File: src/rtl/work_loader.sv
// Mining job loader: collects a NUM_WORDS job from the SDRAM manager, starts the SHA-256 core,
// and reports (status, nonce). Define WORK_LOADER_CHECKSUM_EN to verify the trailing XOR checksum word.
//
// state        | meaning
// S_LOAD       | accepting job words into the buffer
// S_DISPATCH   | one-cycle core_start pulse
// S_RUN        | waiting for core_done
// S_RPT_STATUS | presenting the status word
// S_RPT_NONCE  | presenting the nonce word
module work_loader #(
   parameter int DATAWIDTH = 32,
   parameter int NUM_WORDS = 24,
   parameter int IDXWIDTH  = 5
) (
   input  logic                 clk,
   input  logic                 reset,
   input  logic                 in_valid,
   input  logic [DATAWIDTH-1:0] in_data,
   output logic                 in_ready,
   input  logic                 job_abort,
   input  logic [IDXWIDTH-1:0]  core_rd_addr,
   output logic [DATAWIDTH-1:0] core_rd_data,
   output logic                 core_start,
   input  logic                 core_done,
   input  logic                 core_found,
   input  logic [DATAWIDTH-1:0] core_nonce,
   output logic                 result_valid,
   output logic [DATAWIDTH-1:0] result_data,
   input  logic                 result_ready,
   output logic                 busy,
   output logic [IDXWIDTH-1:0]  word_count
);

   localparam logic [DATAWIDTH-1:0] STAT_FOUND = DATAWIDTH'(32'h5555_000F);
   localparam logic [DATAWIDTH-1:0] STAT_NONE  = DATAWIDTH'(32'h5555_0000);
`ifdef WORK_LOADER_CHECKSUM_EN
   localparam logic [DATAWIDTH-1:0] STAT_CSUM  = DATAWIDTH'(32'hEEEE_0000);
`endif

   typedef enum logic [2:0] {
      S_LOAD,
      S_DISPATCH,
      S_RUN,
      S_RPT_STATUS,
      S_RPT_NONCE
   } state_t;

   state_t                state_q, state_d;
   logic [IDXWIDTH-1:0]   count_q, count_d;
   logic [DATAWIDTH-1:0]  status_q, status_d;
   logic [DATAWIDTH-1:0]  nonce_q, nonce_d;
   logic [DATAWIDTH-1:0]  job_mem [NUM_WORDS];
   logic                  wr_en;
   logic                  last_word;
`ifdef WORK_LOADER_CHECKSUM_EN
   logic [DATAWIDTH-1:0]  csum_q, csum_d;
`endif

   // An abort in the same cycle as a transfer discards the word.
   assign wr_en     = (state_q == S_LOAD) && in_valid && !job_abort;
   assign last_word = (count_q == IDXWIDTH'(NUM_WORDS - 1));

   always_comb begin
      state_d  = state_q;
      count_d  = count_q;
      status_d = status_q;
      nonce_d  = nonce_q;
`ifdef WORK_LOADER_CHECKSUM_EN
      csum_d   = csum_q;
`endif
      if (job_abort) begin
         state_d = S_LOAD;
         count_d = '0;
      end else begin
         case (state_q)
            S_LOAD: begin
               if (in_valid) begin
                  count_d = count_q + IDXWIDTH'(1);
`ifdef WORK_LOADER_CHECKSUM_EN
                  csum_d  = (count_q == '0) ? in_data : (csum_q ^ in_data);
                  if (last_word) begin
                     if (in_data != csum_q) begin
                        status_d = STAT_CSUM;
                        nonce_d  = '0;
                        state_d  = S_RPT_STATUS;
                     end else begin
                        state_d  = S_DISPATCH;
                     end
                  end
`else
                  if (last_word) state_d = S_DISPATCH;
`endif
               end
            end
            S_DISPATCH: state_d = S_RUN;
            S_RUN: begin
               if (core_done) begin
                  status_d = core_found ? STAT_FOUND : STAT_NONE;
                  nonce_d  = core_found ? core_nonce : '0;
                  state_d  = S_RPT_STATUS;
               end
            end
            S_RPT_STATUS: begin
               if (result_ready) state_d = S_RPT_NONCE;
            end
            S_RPT_NONCE: begin
               if (result_ready) begin
                  state_d = S_LOAD;
                  count_d = '0;
               end
            end
            default: begin
               state_d = S_LOAD;
               count_d = '0;
            end
         endcase
      end
   end

   always_ff @(posedge clk or posedge reset) begin
      if (reset) begin
         state_q  <= S_LOAD;
         count_q  <= '0;
         status_q <= '0;
         nonce_q  <= '0;
`ifdef WORK_LOADER_CHECKSUM_EN
         csum_q   <= '0;
`endif
      end else begin
         state_q  <= state_d;
         count_q  <= count_d;
         status_q <= status_d;
         nonce_q  <= nonce_d;
`ifdef WORK_LOADER_CHECKSUM_EN
         csum_q   <= csum_d;
`endif
      end
   end

   // Job buffer is intentionally not reset.
   always_ff @(posedge clk) begin
      if (wr_en) job_mem[count_q] <= in_data;
   end

   assign core_rd_data = (int'(core_rd_addr) < NUM_WORDS) ? job_mem[core_rd_addr] : '0;

   assign in_ready     = (state_q == S_LOAD);
   assign busy         = (state_q != S_LOAD);
   assign core_start   = (state_q == S_DISPATCH);
   assign result_valid = (state_q == S_RPT_STATUS) || (state_q == S_RPT_NONCE);
   assign word_count   = count_q;

   always_comb begin
      result_data = '0;
      if (state_q == S_RPT_STATUS)     result_data = status_q;
      else if (state_q == S_RPT_NONCE) result_data = nonce_q;
   end

endmodule
File: config.mk
export PLATFORM = sky130hd
export DESIGN_NAME = work_loader
export DESIGN_NICKNAME = d
export VERILOG_FILES = /design/src/rtl/work_loader.sv
export SDC_FILE = /design/constraint.sdc
export NUM_CORES = 1
export LEC_CHECK = 0
export ABC_AREA = 1
export CAP_MARGIN = 20
export CORE_MARGIN = 4
export CORE_UTILIZATION = 45
export CTS_BUF_LIST = sky130_fd_sc_hd__clkbuf_8
export CTS_CLUSTER_SIZE = 12
export DETAILED_ROUTE_END_ITERATION = 8
export PLACE_DENSITY = 0.75
export SLEW_MARGIN = 20
export SYNTH_ARGS = -nofsm -noshare
export SYNTH_HDL_FRONTEND = slang
export SYNTH_SLANG_ARGS = --single-unit
File: constraint.sdc
create_clock -name clk -period 2.75 [get_ports clk]
set_input_delay 0.275 -clock clk [delete_from_list [all_inputs] [get_ports clk]]
set_output_delay 0.275 -clock clk [all_outputs]
set_load 0.01 [all_outputs]
# Word level (Yosys, flattened, before mapping)
# Memories as Yosys holds them, arrays and structs flattened.
# Cells that the tools add are included.
word_totals:
  out_inout_bits: 73
  latch_bits: 0
  word_cells: 47
  ramBits: 768
  ff_bits: 72
  rom_bits: 0
  input_bits: 76
  n_memories: 1
memory_table:
  columns: ["name", "words", "width", "rd", "rd_clocked_by_memory_dff", "wr", "line_no", "source"]
  rows:
  - ["job_mem", 24, 32, 1, 0, 1, "52", "logic [DATAWIDTH-1:0] job_mem [NUM_WORDS];"]
op_classes:
  n_bitwise: 1
  n_eq_ne: 11
  magnitude_cmp: 1
  n_addsub: 1
  div: 0
  mul: 0
  n_reduce_logical: 10
  n_shift: 0
  mux: 18
ops:
  columns: ["operator", "n"]
  rows:
  - ["32-bit two-way mux", 4]
  - ["3-bit two-way mux", 6]
  - ["5-bit two-way mux", 3]
  - ["3-bit one-hot mux with 5 select lines", 1]
  - ["5-bit one-hot mux with 3 select lines", 1]
  - ["3-bit != test, second input constant", 3]
  - ["3-bit by 2-bit equality test with 1-bit output, second input constant", 2]
  - ["3-bit AND reduction", 2]
  - ["5-bit by 1-bit adder with 5-bit output, second input constant", 1]
  - ["5-bit equality test, second input constant", 1]
  - ["5-bit < comparator, second input constant", 1]
  - ["5-bit AND reduction", 1]
  - ["4-bit two-way mux", 1]
  - ["3-bit by 1-bit equality test with 1-bit output, second input constant", 1]
  - ["3-bit equality test, second input constant", 1]
  - ["3-bit zero test", 1]
  - ["3-bit by 1-bit != test with 1-bit output, second input constant", 1]
  - ["3-bit by 2-bit != test with 1-bit output, second input constant", 1]
  - ["3-bit nonzero test", 1]
  - ["3-bit OR reduction", 1]
  - ["1-bit logical AND", 2]
  - ["1-bit two-way mux", 2]
  - ["2-bit by 1-bit != test with 1-bit output, second input constant", 1]
  - ["1-bit zero test", 1]
  - ["2 further kinds", 2]

# Depth between registers and ports, before layout
logic_depth:
  ltp_word: 5
  depth_mapped: 12
  depth_no_buf: 9

# Worst setup path before layout
# Ideal clock, no wire load.
synth_path:
  kind: "reg-to-reg"
  from: "register state_q[1]"
  to: "memory job_mem[0][0], enable pin"
  setup_ns: 0.421
  required_ns: 2.329
  path_stages_with_launch: 8
  path_slack_ns: -0.217
  synth_period_minus_slack_ns: 2.967
  arrival_time_ns: 2.546
  path_buffers: 0
  cell_sequence: "dfrtp_1 > nor2_1 > nand2_1 > nor2_1 > nand2_1 > inv_1 > nand2_1 > nor2_1"
synth_via:
  elab_chain_cells: 5
synth_rtl:
  columns: ["element", "line_no", "source"]
  rows:
  - ["start: declaration", "48", "state_t state_q, state_d;"]
  - ["start signal: assignment", "130", "state_q <= state_d;"]
  - ["3-bit zero test", "60", "assign wr_en = (state_q == S_LOAD) && in_valid && !job_abort;"]
  - ["1-bit logical AND (2 in series)", "60", null]
  - ["1-bit two-way mux", "142", "if (wr_en) job_mem[count_q] <= in_data;"]
  - ["1-bit two-way mux (not written as such)", "142", null]
  - ["end: declaration", "52", null]
# Every way passes these cells.

# Worst setup path in the final report
layout_path:
  from: "memory job_mem[5][27]"
  to: "output port core_rd_data[27]"
layout_via:
  elab_chain_cells: 2
layout_rtl:
  columns: ["element", "line_no", "source"]
  rows:
  - ["memory 24 x 32 bit", null, null]
  - ["32-bit two-way mux", "145", "assign core_rd_data = (int'(core_rd_addr) < NUM_WORDS) ? job_mem[core_rd_addr] : '0;"]
  - ["end: declaration", "22", "output logic [DATAWIDTH-1:0] core_rd_data,"]
# Every way passes these cells.

==> metrics.yaml <==
reg2reg_to: "job_mem[0][7]"
seqCellArea_sq_mm: 0.0241
min_path_cells: 3
core_area_sq_mm: 0.0749
endpoint: "core_rd_data[27]"
post-route-period-util_pct: 96.5
ys_types: 25
synth.avg_cell_area_sq_um: 10.9
overflow: 0
synth_top_area_cell: "edfxtp_1"
grt_util_met3_pct: 3.70
status: "completed"
max_freq_ghz: 0.377
min_period_ns: 2.65
r2r-start: "state_q[1]"
drt_iter0_markers: 2835
die-area_sq_mm: 0.0807
final_common_cell: "edfxtp_1"
cp-start-kind: "flip-flop"
critical_path_class: "flip-flop to output port"
power.density_mw_per_mm2: 641
grt_pass1_wl_mm: 131
crit_arrival_ns: 2.38
slew_violations: 0
clk_latency_ns: 0.74
grt_max_degree: 118
die_w_um: 284
cts_tree: "done"
tightest_slew_ns: 1.04
cpMaxStageDelayCell: "clkdlybuf4s50_1"
route.detailed.drc: 0
routedWlPerCell_um: 19.4
max-clock-path-buffers: 3
hold_viol: 0
nets: 3411
rows: 100
power.leakage_nw: 15.8
yosys_warnings: 0
clk_pin_slew_ns: 0.06
cp_max_fo: 1
track_usage_pct: 20.8
grt_setup_unrepaired: "no"
worstPathCellList: "inv_1 > nand2_1 > nand3_1 > nand3_1 > nand3_1 > nand2_1 > nand2_1 > nand2_1 > clkdlybuf4s50_1"
yosys.area.top_type_share_pct: 67.3
viasPerCell: 5.32
multi_input_area_sq_mm: 0.00780
mostFrequentLayoutCells: "edfxtp_1, nand2_1, inv_1"
grt_pass1_vias: 22951
start_util_pct: 45.7
syn_nets: 3225
cap_violations: 0
grt_use_met2_pct: 35.0
syn_inst: 3145
num-fill-cells: 6054
cp_data_required_time_ns: 2.48
h-tree-depth: 3
route.antenna.remaining_nets: 0
crit_start: "job_mem[5][27]"
r2r_slack_ns: 0.53
vias: 23461
use_met1_pct: 26.8
cpMostUsedCell: "nand2_1"
end_kind: "output port"
io_pins: 149
yosysSeqAreaShare_pct: 70.3
setup_viol: 0
hp-class: "primary input to flip-flop"
holdWs_ns: 0.136
power.total_mw: 25.5
slew_headroom_pct: 30.5
port_buffers: 148
skew_ns: 0.0246
ir_drop_mv: 0.528
routed_wl_mm: 85.3
dp_hpwl_mm: 46.3
postSynthRegisterBits: 810
syn_to_final_growth_pct: 16.2
antenna_found_initial: 3
cts_buffers: 121
layout-drive-gt1-share_pct: 8.30
clock_sinks: 810
r2r_cells: 9
cts_root_buffer: "clkbuf_8"
dieHeight_um: 284
firstDrtPassIters: 7
fin_util_pct: 53.2
synth_area_sq_mm: 0.0343
max_stage_delay_ns: 0.63
gp_congestion: 0.792
busiest_layer: "met2"
netlist_top_cells_area: "edfxtp_1, nand2_1, nand3_1"
## report_power, final
group          internal, mW  total (mW)  switching (mW)
logic                 0.860        2.49            1.63
clock network          4.42        9.00            4.58
registers              13.9        14.1           0.128
## state kept, by name (all words and copies together) (netlist names)
| register | count |
|---|---|
| job_mem | 768 |
| nonce_q | 32 |
| word_count | 5 |
| state_q | 3 |
| status_q | 2 |
## synth_stat cells
cell type  instances
clkbuf_1          56
nand2_1          753
nor3_1             1
nand4_1            2
clkinv_1           1
a21oi_1            1
or2_2              1
nor2_1           247
buf_6             20
o22ai_1            1
buf_2             55
ha_1               4
nand3_1          459
dfrtp_1           42
inv_2              1
o21ai_1           18
buf_4             19
o211ai_1          64
inv_4              1
edfxtp_1         768
inv_1            434
xor2_1             3
nor3_2             1
o21ai_0          166
buf_1             27
## critical path: cells and delay by family (launching register included)
kind	cells	cell delay (ns)
and+or+nand+nor	7	0.64
buffers and inverters	2	0.67
DFF	1	0.33
## per-layer routing
| layer | up-vias | wire length [um] |
|---|---|---|
| met5 | - | 9 |
| met4 | 2 | 2840 |
| met3 | 207 | 7310 |
| met2 | 1134 | 41800 |
| met1 | 11225 | 33300 |
| li1 | 10893 | - |
## worst min path at each step
stage,start,to,slack [ns]
2_1_floorplan,in_data[0],job_mem[0][0],0.37
3_3_place_gp,status_q[28],status_q[28],0.46
3_5_place_dp,status_q[28],status_q[28],0.46
4_1_cts,core_nonce[7],nonce_q[7],0.07
5_1_grt,core_nonce[20],nonce_q[20],0.12
6_report,core_nonce[1],nonce_q[1],0.14
## what timing repair did
item,in CTS,in global routing
cloned,0,0
resized for setup,9,17
pin swaps,0,1
hold buffers,1,0
endpoints found under the setup margin,14,28
buffers inserted,0,0
hold endpoints to repair,42,0
## area by class of cell
cell class                 count  share of cell area [%]
antenna                        3                  0.0188
clock buffer                 122                    4.21
clock inverter               104                    1.34
inverter                     437                    4.16
multi-input combinational   1721                    19.6
sequential                   810                    60.5
tap                          969                    3.04
timing repair buffer         240                    7.12
## through the flow
stage                     instance area [sq um]  setup WS [ns]  std cells  TNS, ns
after floorplan                           34300         -0.217       3145  -166.83
after global placement                    37600          0.169       4176        0
after detailed placement                  37600          0.193       4176        0
after CTS                                 39800       0.000835       4403        0
after global routing                      39800       0.000962       4405        0
final                                     39800         0.0975       4406        0
## cells by family after synthesis
kind of cell             synth area share, %
AND/OR/NAND/NOR                         17.7
flip-flops                              70.3
buffers and inverters                   7.58
AO/OA/AOI/OAI                           4.12
adder cells (fa/ha/maj)                0.146
XOR/XNOR                              0.0767
Power figures use the tool's default switching activity.
